## config.mk

```make
export PLATFORM = sky130hd
export DESIGN_NAME = i_wishbone_master
export DESIGN_NICKNAME = d
export VERILOG_FILES = /design/src/rtl/i_wishbone_master.sv
export SDC_FILE = /design/constraint.sdc
export NUM_CORES = 1
export LEC_CHECK = 0
export CAP_MARGIN = 20
export CORE_MARGIN = 2
export CORE_UTILIZATION = 42
export CTS_CLUSTER_DIAMETER = 80
export DETAILED_ROUTE_END_ITERATION = 8
export GPL_TIMING_DRIVEN = 0
export PLACE_DENSITY_LB_ADDON = 0.1
export SYNTH_ARGS = -nofsm -noshare
export SYNTH_HDL_FRONTEND = slang
export SYNTH_SLANG_ARGS = --single-unit
```

## constraint.sdc

```tcl
create_clock -name clk_i -period 2.9 [get_ports clk_i]
set_input_delay 0.725 -clock clk_i [delete_from_list [all_inputs] [get_ports clk_i]]
set_output_delay 0.725 -clock clk_i [all_outputs]
set_load 0.005 [all_outputs]
```

## src/rtl/i_wishbone_master.sv

```systemverilog
// Pipelined Wishbone B4 master engine.
// Turns a stream of commands into pipelined bus cycles and returns one response per
// command, in issue order.
//
// Ports:
//   clk_i, rst_i               clock, synchronous active-high reset
//   cmd_valid_i / cmd_ready_o  command handshake (accepted on valid & ready)
//   cmd_we_i, cmd_last_i       write flag, last transfer of the bus cycle
//   cmd_adr_i/sel_i/dat_i      address, byte select, write data
//   rsp_valid_o                one-cycle pulse per completed transfer
//   rsp_dat_o                  read data captured on read acks
//   rsp_err_o                  transfer ended by err or by timeout
//   busy_o                     cyc active or transfers outstanding
//   wb_*                       Wishbone B4 pipelined master interface (outputs registered)
module i_wishbone_master #(
  parameter int unsigned g_addr_width      = 32,
  parameter int unsigned g_data_width      = 32,
  parameter int unsigned g_max_outstanding = 16,
  parameter int unsigned g_cyc_on_stall    = 1,
  parameter int unsigned g_timeout         = 1024
) (
  input  logic                      clk_i,
  input  logic                      rst_i,
  input  logic                      cmd_valid_i,
  output logic                      cmd_ready_o,
  input  logic                      cmd_we_i,
  input  logic                      cmd_last_i,
  input  logic [g_addr_width-1:0]   cmd_adr_i,
  input  logic [g_data_width/8-1:0] cmd_sel_i,
  input  logic [g_data_width-1:0]   cmd_dat_i,
  output logic                      rsp_valid_o,
  output logic [g_data_width-1:0]   rsp_dat_o,
  output logic                      rsp_err_o,
  output logic                      busy_o,
  output logic                      wb_cyc_o,
  output logic                      wb_stb_o,
  output logic                      wb_we_o,
  output logic [g_addr_width-1:0]   wb_adr_o,
  output logic [g_data_width/8-1:0] wb_sel_o,
  output logic [g_data_width-1:0]   wb_dat_o,
  input  logic [g_data_width-1:0]   wb_dat_i,
  input  logic                      wb_ack_i,
  input  logic                      wb_err_i,
  input  logic                      wb_stall_i
);

  localparam int unsigned SelW = g_data_width / 8;
  localparam int unsigned CntW = $clog2(g_max_outstanding + 1);
  localparam int unsigned TmrW = $clog2(g_timeout + 1);

  typedef enum logic [1:0] {StIdle, StBus, StDrain, StAbort} state_e;

  state_e                   state_q, state_d;
  logic [CntW-1:0]          out_q, out_d;
  logic [TmrW-1:0]          tmr_q, tmr_d;
  // Write flag of each outstanding beat, oldest in bit 0; selects read-data capture.
  logic [g_max_outstanding-1:0] we_pend_q, we_pend_d;
  logic                     last_q, last_d;
  logic                     cyc_q, cyc_d, stb_q, stb_d, we_q, we_d;
  logic [g_addr_width-1:0]  adr_q, adr_d;
  logic [SelW-1:0]          sel_q, sel_d;
  logic [g_data_width-1:0]  dat_q, dat_d;
  logic                     rsp_valid_q, rsp_valid_d, rsp_err_q, rsp_err_d;
  logic [g_data_width-1:0]  rsp_dat_q, rsp_dat_d;

  logic issue, resp, room, accept;
  logic [CntW-1:0] push_idx;

  assign issue  = stb_q & ~wb_stall_i;
  // Responses with nothing outstanding are spurious and dropped.
  assign resp   = (wb_ack_i | wb_err_i) & (out_q != '0) & (state_q != StAbort);
  assign room   = (32'(out_q) + 32'(stb_q)) < g_max_outstanding;
  // A pending last beat closes the cycle, so nothing may be queued behind it.
  assign cmd_ready_o = (~stb_q | ~wb_stall_i) & room & ~(stb_q & last_q) &
                       ((state_q == StIdle) | (state_q == StBus));
  assign accept = cmd_valid_i & cmd_ready_o;
  assign push_idx = out_q - CntW'(resp);

  always_comb begin
    state_d     = state_q;
    tmr_d       = '0;
    last_d      = last_q;
    cyc_d       = cyc_q;
    stb_d       = stb_q;
    we_d        = we_q;
    adr_d       = adr_q;
    sel_d       = sel_q;
    dat_d       = dat_q;
    rsp_valid_d = 1'b0;
    rsp_err_d   = 1'b0;
    rsp_dat_d   = rsp_dat_q;
    out_d       = out_q + CntW'(issue) - CntW'(resp);
    we_pend_d   = resp ? (we_pend_q >> 1) : we_pend_q;
    for (int unsigned i = 0; i < g_max_outstanding; i++) begin
      if (issue && (i == 32'(push_idx))) we_pend_d[i] = we_q;
    end

    if (resp) begin
      rsp_valid_d = 1'b1;
      rsp_err_d   = wb_err_i;
      if (wb_ack_i && !wb_err_i && !we_pend_q[0]) rsp_dat_d = wb_dat_i;
    end

    if (accept) begin
      adr_d  = cmd_adr_i;
      sel_d  = cmd_sel_i;
      dat_d  = cmd_dat_i;
      we_d   = cmd_we_i;
      last_d = cmd_last_i;
      stb_d  = 1'b1;
      cyc_d  = 1'b1;
    end else if (issue) begin
      stb_d  = 1'b0;
    end

    unique case (state_q)
      StIdle: begin
        if (accept) state_d = StBus;
      end
      StBus: begin
        if (issue && last_q) begin
          state_d = StDrain;
        end else if ((g_cyc_on_stall == 0) && !accept && !stb_q && (out_q == '0)) begin
          cyc_d = 1'b0;
        end
      end
      StDrain: begin
        tmr_d = resp ? '0 : tmr_q + TmrW'(1);
        if (out_q == '0) begin
          state_d = StIdle;
          cyc_d   = 1'b0;
          tmr_d   = '0;
        end else if (!resp && (tmr_q == TmrW'(g_timeout - 1))) begin
          state_d = StAbort;
          cyc_d   = 1'b0;
          tmr_d   = '0;
        end
      end
      StAbort: begin
        // Flush one error response per abandoned beat.
        if (out_q != '0) begin
          rsp_valid_d = 1'b1;
          rsp_err_d   = 1'b1;
          out_d       = out_q - CntW'(1);
        end
        if (out_q <= CntW'(1)) state_d = StIdle;
      end
      default: state_d = StIdle;
    endcase
  end

  always_ff @(posedge clk_i) begin
    if (rst_i) begin
      state_q     <= StIdle;
      out_q       <= '0;
      tmr_q       <= '0;
      we_pend_q   <= '0;
      last_q      <= 1'b0;
      cyc_q       <= 1'b0;
      stb_q       <= 1'b0;
      we_q        <= 1'b0;
      adr_q       <= '0;
      sel_q       <= '0;
      dat_q       <= '0;
      rsp_valid_q <= 1'b0;
      rsp_err_q   <= 1'b0;
      rsp_dat_q   <= '0;
    end else begin
      state_q     <= state_d;
      out_q       <= out_d;
      tmr_q       <= tmr_d;
      we_pend_q   <= we_pend_d;
      last_q      <= last_d;
      cyc_q       <= cyc_d;
      stb_q       <= stb_d;
      we_q        <= we_d;
      adr_q       <= adr_d;
      sel_q       <= sel_d;
      dat_q       <= dat_d;
      rsp_valid_q <= rsp_valid_d;
      rsp_err_q   <= rsp_err_d;
      rsp_dat_q   <= rsp_dat_d;
    end
  end

  assign wb_cyc_o    = cyc_q;
  assign wb_stb_o    = stb_q;
  assign wb_we_o     = we_q;
  assign wb_adr_o    = adr_q;
  assign wb_sel_o    = sel_q;
  assign wb_dat_o    = dat_q;
  assign rsp_valid_o = rsp_valid_q;
  assign rsp_err_o   = rsp_err_q;
  assign rsp_dat_o   = rsp_dat_q;
  assign busy_o      = cyc_q | (out_q != '0);

endmodule

```

==> results of run 1 <==
[critical path: stages (launching register included)]
cell             delay, ns
dfxtp_1               0.46
inv_2                 0.08
ha_1                  0.20
and3b_1               0.16
buf_2                 0.16
nand2b_1              0.08
clkdlybuf4s50_1       0.49
[where the power goes]
| group | internal, W | leakage [nW] | switching [W] | total (W) |
|---|---|---|---|---|
| Clock | 0.00126 | 0.276 | 0.000857 | 0.00211 |
| Sequential | 0.00218 | 1.15 | 0.000183 | 0.00236 |
| Combinational | 0.00138 | 2.27 | 0.00143 | 0.00281 |
[worst paths after layout]
path | cells after the start | slack (ns) | from | endpoint
max | 6 | 0.14 | out_q[1] | busy_o
max reg2reg | 12 | 0.22 | out_q[2] | we_pend_q[9]
min | 2 | 0.45 | rsp_dat_o[15] | rsp_dat_o[15]
min reg2reg | 2 | 0.45 | rsp_dat_o[15] | rsp_dat_o[15]
[stage by stage]
step / instances / util, % / instance area [µm²]
after floorplan: 708 / - / 6770
after global placement: 1138 / 58.0 / 9180
after detailed placement: 1138 / 58.0 / 9180
after CTS: 1178 / 62.3 / 9860
after global routing: 1180 / 62.5 / 9890
final: 1180 / 62.5 / 9890
[layout make-up]
class	count	area share (%)
multi-input cells	509	37.6
flip-flops and latches	140	28.4
repair buffers	225	22.5
clock buffers	21	4.76
well taps	216	2.73
plain buffers	43	2.38
clock inverters	11	1.11
inverters	15	0.570
[registers in the layout, summed over array words and instances, names as in the netlist]
| name | flops |
|---|---|
| rsp_dat_o | 32 |
| wb_adr_o | 32 |
| wb_dat_o | 32 |
| we_pend_q | 16 |
| tmr_q | 11 |
| out_q | 5 |
| wb_sel_o | 4 |
| state_q | 2 |
| last_q | 1 |
| rsp_err_o | 1 |
| rsp_valid_o | 1 |
| wb_cyc_o | 1 |
| wb_stb_o | 1 |
| wb_we_o | 1 |
[what timing repair did]
action	CTS	global route
pin swaps	7	1
gates resized for setup	13	6
endpoints found under the setup margin	22	18
setup buffers	9	2
hold endpoints to repair	0	0
[kinds of logic (layout without fill, tap and decap cells)]
group,Yosys count,after routing,synth area share (%)
simple gates,295,295,24.8
flops,140,140,41.4
compound gates,91,91,10.6
mux,87,87,12.9
buf+inv,59,315,4.33
fa+ha+maj,20,20,3.81
xor+xnor,16,16,2.07
[placed cells by master, fill, tap and decap left out, types with 9 or more instances in the layout]
cell / synthesis / layout
dfxtp_1: 140 / 137
clkdlybuf4s50_1: 0 / 211
buf_4: 2 / 12
clkbuf_16: 0 / 17
clkbuf_1: 25 / 26
nand3_1: 22 / 22
nor2_1: 19 / 19
a21oi_1: 50 / 50
xnor2_1: 9 / 9
nand2_1: 72 / 72
nand2b_1: 145 / 145
ha_1: 19 / 16
inv_1: 13 / 10
mux2i_1: 86 / 86
[layer usage]
layer,up-vias,track usage (%)
li1,2896,-
met1,2719,23.7
met2,167,36.9
met3,19,8.35
met4,0,7.20
met5,-,0
==> impl_metrics.py, run 1 <==
metrics = {
    "timing": {
        "worst_pin_slew_ns": 0.693,
        "slew_headroom_pct": 53.8,
        "period_minus_slack_ns": 2.76,
        "fmax_mhz": 362,
        "setup_viol_count_final": 0,
        "drv_slew": 0,
        "finalHoldViolCount": 0,
        "fin_skew_ns": 0.0103,
        "period_share_pct": 95.2,
        "whs_ns": 0.454,
        "fin_setup_tns_ns": 0,
        "finalWorstSetupSlack_ns": 0.140,
        "grt_setup_unrepaired": "false",
    },
    "synthesis": {
        "async_flop_share_pct": 0,
        "syn-cell-area_mm2": 0.00676,
        "synth_commonest_cells": "145 x nand2b_1, 140 x dfxtp_1, 86 x mux2i_1",
        "syn_nets": 836,
        "synth_top_area_share_pct": 41.4,
        "yosys-top-cells-area": "dfxtp_1 41%, nand2b_1 13%, mux2i_1 13%, nand2_1 4.0%, a21oi_1 3.7%",
        "ys_warn_count": 0,
        "synth.most_common_cell": "nand2b_1",
        "ys_ff_latch": 140,
        "synth_top_area_cell": "dfxtp_1",
        "ys_seq_area_share_pct": 41.4,
        "syn_inst": 708,
        "synth-main-ff-cell": "dfxtp_1",
        "synth.distinct_cells": 58,
        "synth_edf_count": 0,
        "synth_area_per_cell_um2": 9.55,
    },
    "setup_path": {
        "worstSetupStartpointType": "register",
        "crit_required_ns": 2.17,
        "crit_type": "register to output port",
        "end_kind": "output port",
        "crit_fanout": 8,
        "crit_arrival_ns": 2.04,
    },
    "drt": {
        "drc": 0,
        "wl_met1_um": 7260,
        "firstDrtPassIters": 4,
        "drt-initial-drc-count": 223,
        "wl_um": 18000,
        "wl_per_cell_um": 15.3,
        "wl_met3_um": 1550,
        "wl_met2_um": 8960,
        "antenna_left": 0,
        "dr_total_vias": 5801,
        "via_per_inst": 4.92,
        "top_layer_used": "met4",
    },
    "min_path": {
        "hp-class": "register to register",
    },
    "cts": {
        "numCtsBuffers": 17,
        "clk-insertion-delay-late_ns": 0.42,
        "cts.sinks": 140,
        "cts_root_buffer": "clkbuf_16",
        "clock_path_buffers": 2,
        "tritoncts": "built",
        "ctsHoldBuffers": 0,
        "h-tree-depth": 4,
        "cts.reportedPaths.clkPinSlew_ns": 0.06,
    },
    "floorplanning": {
        "die_area_mm2": 0.0171,
        "die_w_um": 131,
        "rows": 46,
        "die_height_um": 131,
        "io_pins": 215,
        "initial_core_util_pct": 42.7,
        "core_mm2": 0.0158,
    },
    "status": {
        "run_status": "completed",
    },
    "power_and_ir_drop": {
        "power_w": 0.00729,
        "ir_drop_uv": 485,
        "p_per_area_mw_per_mm2": 737,
        "leakage_nw": 3.69,
    },
    "grt": {
        "grt_use_total_pct": 21.2,
        "grt_pass1_vias": 5805,
        "grt_max_degree": 17,
        "antenna_found_initial": 0,
        "grt.overflow.total": 0,
        "grt_first_pass_wirelength_um": 28400,
    },
    "finish": {
        "fin_nets": 1079,
        "nFillCells": 1366,
        "drive_gt1_share_pct": 9.96,
        "n_antenna_cell": 0,
        "syn_to_final_growth_pct": 46.2,
        "seq_area_mm2": 0.00281,
        "multiInputGateArea_mm2": 0.00371,
    },
    "placed_design": {
        "gp_congestion": 0.812,
        "post-place-ws_ns": -1.05,
        "portBuffers": 214,
        "hpwlAfterDp_um": 13600,
    },
    "job": {
        "cap_violations": 0,
    },
}
No activity file was read; power rests on OpenSTA's default activity.
==> run 2, diff against run 1 <==
--- a/config.mk
+++ b/config.mk
@@ -6,7 +6,7 @@
 export NUM_CORES = 1
 export LEC_CHECK = 0
 export CAP_MARGIN = 20
-export CORE_MARGIN = 2
+export CORE_MARGIN = 10
 export CORE_UTILIZATION = 42
 export CTS_CLUSTER_DIAMETER = 80
 export DETAILED_ROUTE_END_ITERATION = 8
==> constraint.sdc (replaced) <==
create_clock -name clk_i -period 2.9 [get_ports clk_i]
set_input_delay 0.725 -clock clk_i [delete_from_list [all_inputs] [get_ports clk_i]]
set_output_delay 0.725 -clock clk_i [all_outputs]
set_load 0.01 [all_outputs]
==> run 2 against run 1 <==
Against the previous run:
- cell count decreased by 0.25%
- hold slack improved by 0.00050 ns
- combinational power increased by 4%
- routed wire length increased by 10%
- fmax decreased by 1.8%
- design area increased by 0.58%
- sequential share of layout area decreased by 0.10 points
- clock power increased by 9%
- flip-flop and latch count unchanged
- worst setup slack got worse by 0.050 ns
- non-clock buffer count decreased by 3
==> impl_metrics.py, run 2 (same netlist as run 1, synthesis figures left out) <==
metrics = {
    "floorplanning": {
        "initial_core_util_pct": 42.7,
        "core_mm2": 0.0158,
        "die_w_um": 147,
        "rows": 46,
        "die_area_mm2": 0.0216,
        "die_height_um": 147,
        "io_pins": 215,
    },
    "placed_design": {
        "hpwlAfterDp_um": 15500,
        "portBuffers": 214,
        "post-place-ws_ns": -1.03,
        "gp_congestion": 0.814,
        "dpl-instance-area_mm2": 0.00918,
    },
    "finish": {
        "syn_to_final_growth_pct": 47.0,
        "n_antenna_cell": 0,
        "drive_gt1_share_pct": 10.1,
        "nFillCells": 1301,
        "layout_common_cells": "211 x clkdlybuf4s50_1, 145 x nand2b_1, 136 x dfxtp_1",
        "final_cell_area_mm2": 0.00994,
        "fin_nets": 1076,
        "layout_commonest_cell": "clkdlybuf4s50_1",
    },
    "cts": {
        "h-tree-depth": 4,
        "clk-insertion-delay-late_ns": 0.43,
        "ctsHoldBuffers": 0,
        "cts.sinks": 140,
        "tritoncts": "built",
        "cts.reportedPaths.clkPinSlew_ns": 0.06,
        "clock_path_buffers": 2,
        "cts_root_buffer": "clkbuf_16",
        "numCtsBuffers": 17,
    },
    "grt": {
        "grt_pass1_vias": 6001,
        "grt.overflow.total": 0,
        "grt_first_pass_wirelength_um": 31700,
        "grt_max_degree": 17,
        "grt_use_total_pct": 18.1,
        "antenna_found_initial": 1,
    },
    "timing": {
        "setup_viol_count_final": 0,
        "slew_headroom_pct": 54.8,
        "drv_slew": 0,
        "grt_setup_unrepaired": "false",
        "fin_skew_ns": 0.00815,
        "fmax_mhz": 356,
        "period_minus_slack_ns": 2.81,
        "worst_pin_slew_ns": 0.678,
        "finalWorstSetupSlack_ns": 0.0900,
        "period_share_pct": 96.9,
        "finalHoldViolCount": 0,
    },
    "setup_path": {
        "crit_arrival_ns": 2.09,
        "crit_type": "register to output port",
        "crit_required_ns": 2.17,
        "critPathTopFamily": "buffers and inverters",
        "crit_fanout": 8,
        "critical_path_buf_inv_count": 3,
        "end_kind": "output port",
        "cpPeakStageDelay_ns": 0.54,
        "path_cells": "inv_4, ha_4, and3b_1, buf_2, nand2b_1, clkdlybuf4s50_1",
        "worstSetupStartpointType": "register",
        "crit_slowest_cell": "clkdlybuf4s50_1",
    },
    "drt": {
        "dr_total_vias": 5762,
        "drc": 0,
        "firstDrtPassIters": 4,
        "wl_um": 19900,
        "drt-initial-drc-count": 241,
        "antenna_left": 0,
        "via_per_inst": 4.90,
        "wl_per_cell_um": 16.9,
    },
    "job": {
        "cap_violations": 0,
    },
    "status": {
        "run_status": "completed",
    },
    "min_path": {
        "hp-class": "register to register",
    },
    "power_and_ir_drop": {
        "p_per_area_mw_per_mm2": 763,
        "leakage_nw": 3.72,
        "ir_drop_uv": 547,
        "power_w": 0.00758,
    },
}
==> run 2: cell count changes in the layout (fill, tap and decap cells not counted), sizes merged, moves of 2 or more <==
cell	before	now
buf	29	26
bufinv	1	3
clkbuf	46	43
clkinvlp	3	1
inv	17	19
==> run 2: final timing paths <==
kind | start | endpoint | slack (ns) | cells after the start
setup / recovery | out_q[3] | busy_o | 0.09 | 6
setup reg to reg | out_q[1] | we_pend_q[15] | 0.21 | 11
hold reg to reg | rsp_dat_o[6] | rsp_dat_o[6] | 0.45 | 2
hold / removal | rsp_dat_o[6] | rsp_dat_o[6] | 0.45 | 2
==> run 2: routing by layer <==
layer / GRT usage (%) / vias up / wire, µm
li1: - / 2888 / -
met1: 19.2 / 2670 / 7940
met2: 30.6 / 174 / 9550
met3: 8.78 / 28 / 1960
met4: 6.59 / 2 / 408
met5: 0 / - / 11
==> run 2: final cells by class <==
type | instances | area [µm²] | share of cell area [%]
plain buffers | 43 | 235 | 2.37
inverters | 15 | 63.8 | 0.642
multi-input cells | 509 | 3730 | 37.5
well taps | 216 | 270 | 2.72
clock buffers | 18 | 439 | 4.42
flip-flops and latches | 140 | 2820 | 28.3
clock inverters | 14 | 184 | 1.85
repair buffers | 222 | 2200 | 22.1
==> run 2: worst register-to-register path, delay by kind of cell, from the launching register on <==
family,cells,cell delay (ns)
AO/OA/AOI/OAI,1,0.53
adder cells (fa/ha/maj),3,0.64
buffers and inverters,2,0.18
flip-flops,1,0.38
multiplexers,1,0.15
AND/OR/NAND/NOR,4,0.70
==> run 2: stage by stage <==
step	hold WS [ns]	TNS [ns]	utilization (%)	cells
floorplan	0.450	0	-	708
global placement	0.440	-17.30	58.0	1138
detailed placement	0.447	-18.32	58.0	1138
CTS	0.456	0	62.5	1177
global route	0.471	0	62.8	1177
finish	0.454	0	62.8	1177
==> run 2: timing repair <==
item	4_1_cts	5_1_grt
endpoints found under the setup margin	22	16
pin swaps	6	2
setup buffers	8	0
resized for setup	13	15
endpoints found under the hold margin	0	0
==> run 2: power by group <==
group          total (W)  leakage (nW)  internal [W]  switching, W
Combinational    0.00293          2.27       0.00138       0.00155
Clock            0.00229         0.303       0.00139      0.000892
Sequential       0.00237          1.15       0.00218      0.000185
Total            0.00758          3.72       0.00495       0.00263
==> run 3, diff against run 2 <==
--- a/config.mk
+++ b/config.mk
@@ -15,3 +15,4 @@
 export SYNTH_ARGS = -nofsm -noshare
 export SYNTH_HDL_FRONTEND = slang
 export SYNTH_SLANG_ARGS = --single-unit
+export TNS_END_PERCENT = 50
==> results of run 3 <==
Final layout, timing and power as in run 2 (identical DEF).
